File: src/rtl/tdc_result_packer.sv
// tdc_result_packer: captures 40-bit TDC results into a small FIFO and
// serializes each one as an 8-byte framed packet on a valid/ready byte
// stream. Also generates the free-running arm pulse and counts overflow drops.
module tdc_result_packer #(
    parameter int unsigned DEPTH     = 4,
    parameter logic [7:0]  SYNC_BYTE = 8'hA5
) (
    input  logic                     clk,
    input  logic                     rst_n,
    input  logic [39:0]              meas_in,
    input  logic                     meas_valid,
    input  logic [1:0]               tdc_state,
    input  logic                     auto_arm,
    output logic                     arm,
    output logic [7:0]               tx_data,
    output logic                     tx_valid,
    input  logic                     tx_ready,
    output logic [$clog2(DEPTH):0]   fifo_level,
    output logic [7:0]               drop_count
);

    localparam int unsigned AW = $clog2(DEPTH);
    localparam int unsigned LW = AW + 1;

    typedef enum logic {S_IDLE, S_SEND} state_e;

    // FIFO storage and bookkeeping
    logic [39:0]   mem_q [DEPTH];
    logic [AW-1:0] wr_ptr_q, rd_ptr_q;
    logic [LW-1:0] count_q, count_d;
    logic          full, pop, push, drop;

    // Packet engine
    state_e        state_q, state_d;
    logic [2:0]    idx_q, idx_d;
    logic [7:0]    seq_q, seq_d;
    logic [39:0]   pkt_q, pkt_d;
    logic [7:0]    csum;

    // Misc registers
    logic          arm_q, arm_d;
    logic [7:0]    drop_q;

    // The FSM pops whenever it is idle and data is waiting; a pop frees a
    // slot in the same cycle, so a write into a full FIFO is still accepted.
    assign full = (count_q == LW'(DEPTH));
    assign pop  = (state_q == S_IDLE) && (count_q != '0);
    assign push = meas_valid && (!full || pop);
    assign drop = meas_valid && full && !pop;

    // Occupancy next-state
    always_comb begin
        count_d = count_q;
        case ({push, pop})
            2'b10:   count_d = count_q + LW'(1);
            2'b01:   count_d = count_q - LW'(1);
            default: count_d = count_q;
        endcase
    end

    // FIFO storage; contents need no reset since the pointers define validity
    always_ff @(posedge clk) begin
        if (push) mem_q[wr_ptr_q] <= meas_in;
    end

    // FIFO pointers, occupancy and saturating drop counter
    always_ff @(posedge clk or negedge rst_n) begin
        if (!rst_n) begin
            wr_ptr_q <= '0;
            rd_ptr_q <= '0;
            count_q  <= '0;
            drop_q   <= 8'h00;
        end else begin
            if (push) wr_ptr_q <= wr_ptr_q + AW'(1);
            if (pop)  rd_ptr_q <= rd_ptr_q + AW'(1);
            count_q <= count_d;
            if (drop && drop_q != 8'hFF) drop_q <= drop_q + 8'h01;
        end
    end

    // Packet FSM next-state: load on pop, step the byte index on handshake
    always_comb begin
        state_d = state_q;
        idx_d   = idx_q;
        seq_d   = seq_q;
        pkt_d   = pkt_q;
        case (state_q)
            S_IDLE: begin
                if (pop) begin
                    pkt_d   = mem_q[rd_ptr_q];
                    idx_d   = 3'd0;
                    state_d = S_SEND;
                end
            end
            S_SEND: begin
                if (tx_ready) begin
                    idx_d = idx_q + 3'd1;
                    if (idx_q == 3'd7) begin
                        seq_d   = seq_q + 8'h01;
                        state_d = S_IDLE;
                    end
                end
            end
            default: state_d = S_IDLE;
        endcase
    end

    // Packet FSM state register
    always_ff @(posedge clk or negedge rst_n) begin
        if (!rst_n) begin
            state_q <= S_IDLE;
            idx_q   <= 3'd0;
            seq_q   <= 8'h00;
            pkt_q   <= '0;
        end else begin
            state_q <= state_d;
            idx_q   <= idx_d;
            seq_q   <= seq_d;
            pkt_q   <= pkt_d;
        end
    end

    // Checksum covers seq and the five measurement bytes, not the sync byte
    assign csum = seq_q ^ pkt_q[39:32] ^ pkt_q[31:24] ^ pkt_q[23:16]
                        ^ pkt_q[15:8]  ^ pkt_q[7:0];

    // Byte mux; driven only from registers so it cannot depend on tx_ready
    always_comb begin
        tx_data = 8'h00;
        if (state_q == S_SEND) begin
            case (idx_q)
                3'd0: tx_data = SYNC_BYTE;
                3'd1: tx_data = seq_q;
                3'd2: tx_data = pkt_q[39:32];
                3'd3: tx_data = pkt_q[31:24];
                3'd4: tx_data = pkt_q[23:16];
                3'd5: tx_data = pkt_q[15:8];
                3'd6: tx_data = pkt_q[7:0];
                3'd7: tx_data = csum;
                default: tx_data = 8'h00;
            endcase
        end
    end

    // Arm when idle with headroom; one slot stays free for the in-flight
    // result, and the previous-cycle term stops a back-to-back double pulse
    assign arm_d = auto_arm && (tdc_state == 2'd0)
                && (count_q < LW'(DEPTH - 1)) && !arm_q;

    // Arm pulse register
    always_ff @(posedge clk or negedge rst_n) begin
        if (!rst_n) arm_q <= 1'b0;
        else        arm_q <= arm_d;
    end

    assign arm        = arm_q;
    assign tx_valid   = (state_q == S_SEND);
    assign fifo_level = count_q;
    assign drop_count = drop_q;

endmodule

File: config.mk
export PLATFORM = sky130hd
export DESIGN_NAME = tdc_result_packer
export DESIGN_NICKNAME = d
export VERILOG_FILES = /design/src/rtl/tdc_result_packer.sv
export SDC_FILE = /design/constraint.sdc
export NUM_CORES = 1
export LEC_CHECK = 0
export ABC_AREA = 1
export CAP_MARGIN = 25
export CORE_MARGIN = 2
export CORE_UTILIZATION = 32
export DETAILED_ROUTE_END_ITERATION = 7
export DONT_BUFFER_PORTS = 1
export GPL_TIMING_DRIVEN = 0
export SLEW_MARGIN = 0
export SYNTH_ARGS = -nofsm -noshare
export SYNTH_HDL_FRONTEND = slang
export SYNTH_SLANG_ARGS = --single-unit
File: constraint.sdc
create_clock -name clk -period 4.3 [get_ports clk]
set_input_delay 0.215 -clock clk [delete_from_list [all_inputs] [get_ports clk]]
set_output_delay 0.215 -clock clk [all_outputs]
set_load 0.05 [all_outputs]
Word level (Yosys, flattened, before mapping)

Memory sizes are Yosys's and may differ from the RTL's. A register that Yosys moved wholly into a read port is not among the register bits.
Cells that the tools add are included.

Memories: 1
Logic and storage cells: 68
Output and inout bits: 21
Register bits: 28
Bits in writable memories: 160
Input port bits: 47

Memories:

| name  | words | bits a word | rd ports | clocked after memory_dff | write ports | line | RTL |
|---|---|---|---|---|---|---|---|
| mem_q | 4     | 40          | 1        | 1                        | 1           | 28   | `logic [39:0] mem_q [DEPTH];` |

Add/sub/neg operators: 7
Reduce and logical (&&, ||, !) cells: 20
Mux-type cells: 12
Equality and inequality tests: 13
Bitwise operators: 6
$lt $le $gt $ge: 1

Operators with widths:

| kind                  | count |
|---|---|
| $pmux W8 S8           | 1 |
| $xor A8 B8 Y8         | 5 |
| $add A8 B1 Y8 const B | 2 |
| $eq A3 B3 Y1 const B  | 5 |
| $pmux W3 S2           | 2 |
| $logic_and A1 B1 Y1   | 8 |
| $mux W8               | 1 |
| $ne A8 B8 Y1 const B  | 1 |
| $add A3 B1 Y3 const B | 2 |
| $eq A3 B2 Y1 const B  | 2 |
| $mux W3               | 2 |
| $mux W1               | 5 |
| $add A2 B1 Y2 const B | 2 |
| $logic_not A1 Y1      | 4 |
| $ne A2 B2 Y1 const B  | 2 |
| $reduce_and A2 Y1     | 2 |
| $eq A3 B1 Y1 const B  | 1 |
| $logic_not A3 Y1      | 1 |
| $lt A3 B2 Y1 const B  | 1 |
| $reduce_and A3 Y1     | 1 |
| $reduce_bool A3 Y1    | 1 |
| $sub A3 B1 Y3 const B | 1 |
| $eq A2 B1 Y1 const B  | 1 |
| $eq A2 B2 Y1 const B  | 1 |
| 5 further kinds       | 5 |

Depth between registers and ports, before layout

Depth in word-level cells: 7
Mapped depth: 11
Gate-level depth less buffers: 10

Worst setup path before layout

No wires, ideal clock.

Path kind: reg2reg
Start point: reg count_q[1] (netlist: fifo_level[1])
End point: mem mem_q[0][0] (enable)
Stages on the path, launching flop included: 5
Path slack: 1101 ps
Path buffers: 0
Arrival: 2762 ps
Library setup time: 438 ps
Required time: 3862 ps
Path through: dfrtp_1 nor2_2 nand3_1 nand2_1 nor2_1

Longest elaborated chain between the ends: 6
Elaborated cells between the ends (all ways): 8
Those cells by class: 1 x eq/ne; 2 x mux; 5 x reduce/logical

Ends and longest elaborated chain:

| item                                                           | line   | RTL |
|---|---|---|
| from (decl)                                                    | 30     | `logic [LW-1:0] count_q, count_d;` |
| from (signal assigned)                                         | 76     | `count_q <= count_d;` |
| $eq A3 B3 Y1 / $reduce_bool A3 Y1 (equally long branches)      | 46, 47 |  |
| $logic_not A1 Y1 / $logic_and A1 B1 Y1 (equally long branches) | 48, 47 |  |
| $logic_or A1 B1 Y1 *                                           | 48     | `assign push = meas_valid && (!full \|\| pop);` |
| $logic_and A1 B1 Y1 *                                          | 48     |  |
| $mux W1 *                                                      | 63     | `if (push) mem_q[wr_ptr_q] <= meas_in;` |
| $mux W1 (implied by the code) *                                | 63     |  |
| to (decl)                                                      | 28     |  |

Every way passes the cells marked *; elsewhere a longest branch is shown, timed or not.

Worst setup path in the final report

Start point: reg state_q (netlist: tx_valid)
End point: reg count_q[2] (netlist: fifo_level[2])

Longest elaborated chain between the ends: 6
Elaborated cells between the ends (all ways): 8
Those cells by class: 2 x eq/ne; 1 x mux; 1 x bitwise; 4 x reduce/logical

Ends and longest elaborated chain:

| item                                                     | line | RTL |
|---|---|---|
| from (decl)                                              | 34   | `state_e state_q, state_d;` |
| from (signal assigned)                                   | 116  | `state_q <= state_d;` |
| $not A1 Y1 *                                             | --   |  |
| $logic_and A1 B1 Y1 *                                    | 47   | `assign pop = (state_q == S_IDLE) && (count_q != '0);` |
| via pop                                                  | 31   | `logic full, pop, push, drop;` |
| $logic_or A1 B1 Y1                                       | 48   |  |
| $logic_and A1 B1 Y1                                      | 48   |  |
| $eq A2 B1 Y1 / $eq A2 B2 Y1 (equally long branches)      | 54   | `case ({push, pop})` |
| $pmux W3 S2 / $reduce_bool A2 Y1 (equally long branches) | --   |  |

Mark *: on every way through the listed nets, which the timed path passes. The rest lies on a longest branch.
A chain may end at the register's enable or synchronous reset.

==> metrics.yaml <==
power_density_mw_per_mm2: 725
routedWlPerCell_um: 16.3
cp_num_cells: 10
drive_above_1_share: 0.0805
crit_required_ns: 4.72
detail_route.wirelength_um: 25600
startpoint: "tx_valid$_DFF_PN0_"
netlist_instances: 1062
stdcell_count: 1570
dp_hpwl_um: 17200
cp.arrival_ns: 3.39
place_area_mm2: 0.0110
r2r.worst_path.cells: 10
ctsHoldBuffers: 46
drc: 0
num_antenna_cells: 0
rsz0062_at_grt: "false"
root_buffer: "clkbuf_16"
worstMarginPinSlew_ns: 0.737
grt_pass1_vias: 7481
max_stage_delay_ns: 0.63
num_vias: 7653
postLayoutCellArea_mm2: 0.0123
ys_types: 33
min_path_type: "primary input to register"
cts_tree: "yes"
yosysWarnings: 0
grt_pass1_wl_um: 40300
cts_resized: 0
grt_max_degree: 69
place_congestion: 0.837
htree_levels: 1
r2r_slack_ns: 1.33
firstDrtPassIters: 8
insertion_delay_ns: 0.55
port_buffers: 0
seq_area_frac_synth: 0.632
fin_crit_sh: 0.690
avgSynthCellArea_um2: 9.69
critical_path.top_delay_family: "buffers and inverters"
finalHoldViolCount: 0
overflow: 0
syn_area_mm2: 0.0103
max_freq_mhz: 337
cellLeakagePower_nw: 4.87
crit_path_cell_trace: "inv_1 -> nand2_1 -> inv_2 -> buf_2 -> ha_1 -> inv_1 -> fa_1 -> a21oi_1 -> o21ai_0 -> xor2_1"
cts_setup_buffers: 0
syn_nets: 1123
crit_top_cell: "inv_1"
drt_iter0_markers: 494
cts_max_path_buffers: 3
setup.worst_path.start_class: "register"
worstSetupPathType: "register to register"
post_drt_via_cell_ratio: 4.87
crit_path_end: "fifo_level[2]$_DFFE_PN0P_"
grt_usage: 0.153
cts_num_sinks: 228
peakVddDrop_v: 0.000439
maxCapViolCount: 0
dp_cells: 1476
r2r-end: "fifo_level[2]$_DFFE_PN0P_"
core_area_mm2: 0.0316
skew_ns: 0.0156
clk_pin_slew_ns: 0.06
dieWidth_um: 183
numCtsBuffers: 26
row_count: 65
ys_seq_elements: 228
max_slew_margin: 0.507
path_max_fanout: 10
postRouteAntennaNets: 0
dieArea_mm2: 0.0336
slew_violations: 0
end_kind: "register"
die_h_um: 183
final_net_count: 1209
path_buf_inv: 4
antenna_found_initial: 0
whs_path_depth: 2
r2r_start: "tx_valid$_DFF_PN0_"
fin_crit_ns: 2.97
area_delta_synth_final_pct: 19.4
setup-violations-final: 0
io_pins: 68
start_util: 0.325
outcome: "completed"
cp_slowest_cell: "dfrtp_1"
[worst min path at each step]
stage	start	end
floorplan	rst_n	arm$_DFF_PN0_
global placement	rst_n	drop_count[5]$_DFFE_PN0P_
detailed placement	rst_n	drop_count[4]$_DFFE_PN0P_
CTS	meas_valid	wr_ptr_q[0]$_DFFE_PN0P_
global route	meas_valid	wr_ptr_q[0]$_DFFE_PN0P_
finish	meas_valid	wr_ptr_q[0]$_DFFE_PN0P_
[synthesized netlist by cell type]
| cell | count | area share |
|---|---|---|
| o2111ai_1 | 1 | 0.00085 |
| buf_6 | 1 | 0.0011 |
| ha_1 | 13 | 0.016 |
| nand3_1 | 47 | 0.023 |
| o21a_4 | 1 | 0.0015 |
| xor2_1 | 12 | 0.010 |
| edfxtp_1 | 160 | 0.47 |
| o22ai_1 | 3 | 0.0018 |
| o21ai_4 | 1 | 0.0016 |
| clkinv_1 | 1 | 0.00036 |
| a21oi_1 | 10 | 0.0049 |
| nand4_1 | 5 | 0.0030 |
| buf_2 | 21 | 0.010 |
| dfrtp_1 | 68 | 0.17 |
| inv_1 | 74 | 0.027 |
| nand2_2 | 1 | 0.00061 |
| o21ai_1 | 23 | 0.011 |
| buf_4 | 1 | 0.00073 |
| clkbuf_2 | 3 | 0.0015 |
| o21ai_0 | 156 | 0.076 |
| clkbuf_8 | 1 | 0.0013 |
| o211ai_1 | 2 | 0.0015 |
| xnor2_1 | 3 | 0.0026 |
| nor3_1 | 6 | 0.0029 |
| nand4_2 | 2 | 0.0024 |
| nor2_4 | 2 | 0.0022 |
| nor2_1 | 140 | 0.051 |
| fa_1 | 1 | 0.0019 |
| nand2_1 | 287 | 0.10 |
| inv_2 | 4 | 0.0015 |
| clkbuf_1 | 9 | 0.0033 |
| nor2_2 | 2 | 0.0012 |
| a31oi_1 | 1 | 0.00061 |
[power by group]
part / internal (mW) / switching (mW)
Sequential: 2.95 / 0.478
Clock: 1.24 / 0.913
Combinational: 1.05 / 2.29
[state kept, by name, summed over array words and instances (netlist names)]
register	flops
rd_ptr_q	2
pkt_q	40
wr_ptr_q	2
arm	1
drop_count	8
seq_q	8
idx_q	3
fifo_level	3
mem_q	160
tx_valid	1
[per-layer routing]
| layer | global-route usage | part of all wire |
|---|---|---|
| met5 | 0 | 0 |
| met1 | 0.206 | 0.45 |
| met3 | 0.0288 | 0.056 |
| met2 | 0.249 | 0.46 |
| met4 | 0.0528 | 0.035 |
[cell usage in the layout, fill, tap and decap left out, drive strengths merged, types with 17 or more instances in the layout]
cell,instances
nand2,288
o21ai,180
edfxtp,160
nor2,144
inv,78
dfrtp,68
nand3,47
dlygate4sd3,45
clkbuf,42
buf,36
clkinv,17
[logic make-up (layout without fill, tap and decap cells)]
logic type               count (synthesis)  in the layout  synth area share
AND/OR/NAND/NOR                        492            492             0.191
flip-flops                             228            228             0.632
AO/OA/AOI/OAI                          198            198            0.0997
buffers and inverters                  115            221            0.0469
XOR/XNOR                                15             15            0.0128
adder cells (fa/ha/maj)                 14             14            0.0177
[worst register-to-register path, stage by stage, from the launching register on]
cell	delay, ns
dfrtp_1	0.63
inv_1	0.37
nand2_1	0.25
inv_2	0.22
buf_2	0.33
ha_1	0.21
inv_1	0.07
fa_1	0.38
a21oi_1	0.15
o21ai_0	0.11
xor2_1	0.15
[through the flow]
step | util | TNS [ns] | hold WS (ns) | setup WS [ns] | power [mW]
finish | 0.389 | 0 | 0.215 | 1.33 | 8.91
global route | 0.389 | 0 | 0.275 | 1.14 | 9.54
CTS | 0.389 | 0 | 0.214 | 1.34 | 8.98
detailed placement | 0.347 | 0 | -0.0792 | 1.35 | 6.74
global placement | 0.341 | -99.05 | -0.0792 | -0.668 | 6.50
floorplan | - | 0 | -0.0806 | 1.10 | 5.67
[layout make-up]
type	count	area, um^2
tap	402	503
multi-input combinational	719	3340
sequential	228	6510
buffer	36	186
clock inverter	19	174
timing repair buffer	58	629
inverter	79	297
clock buffer	29	662
fill	3021	19300
Power figures use the tool's default switching activity.
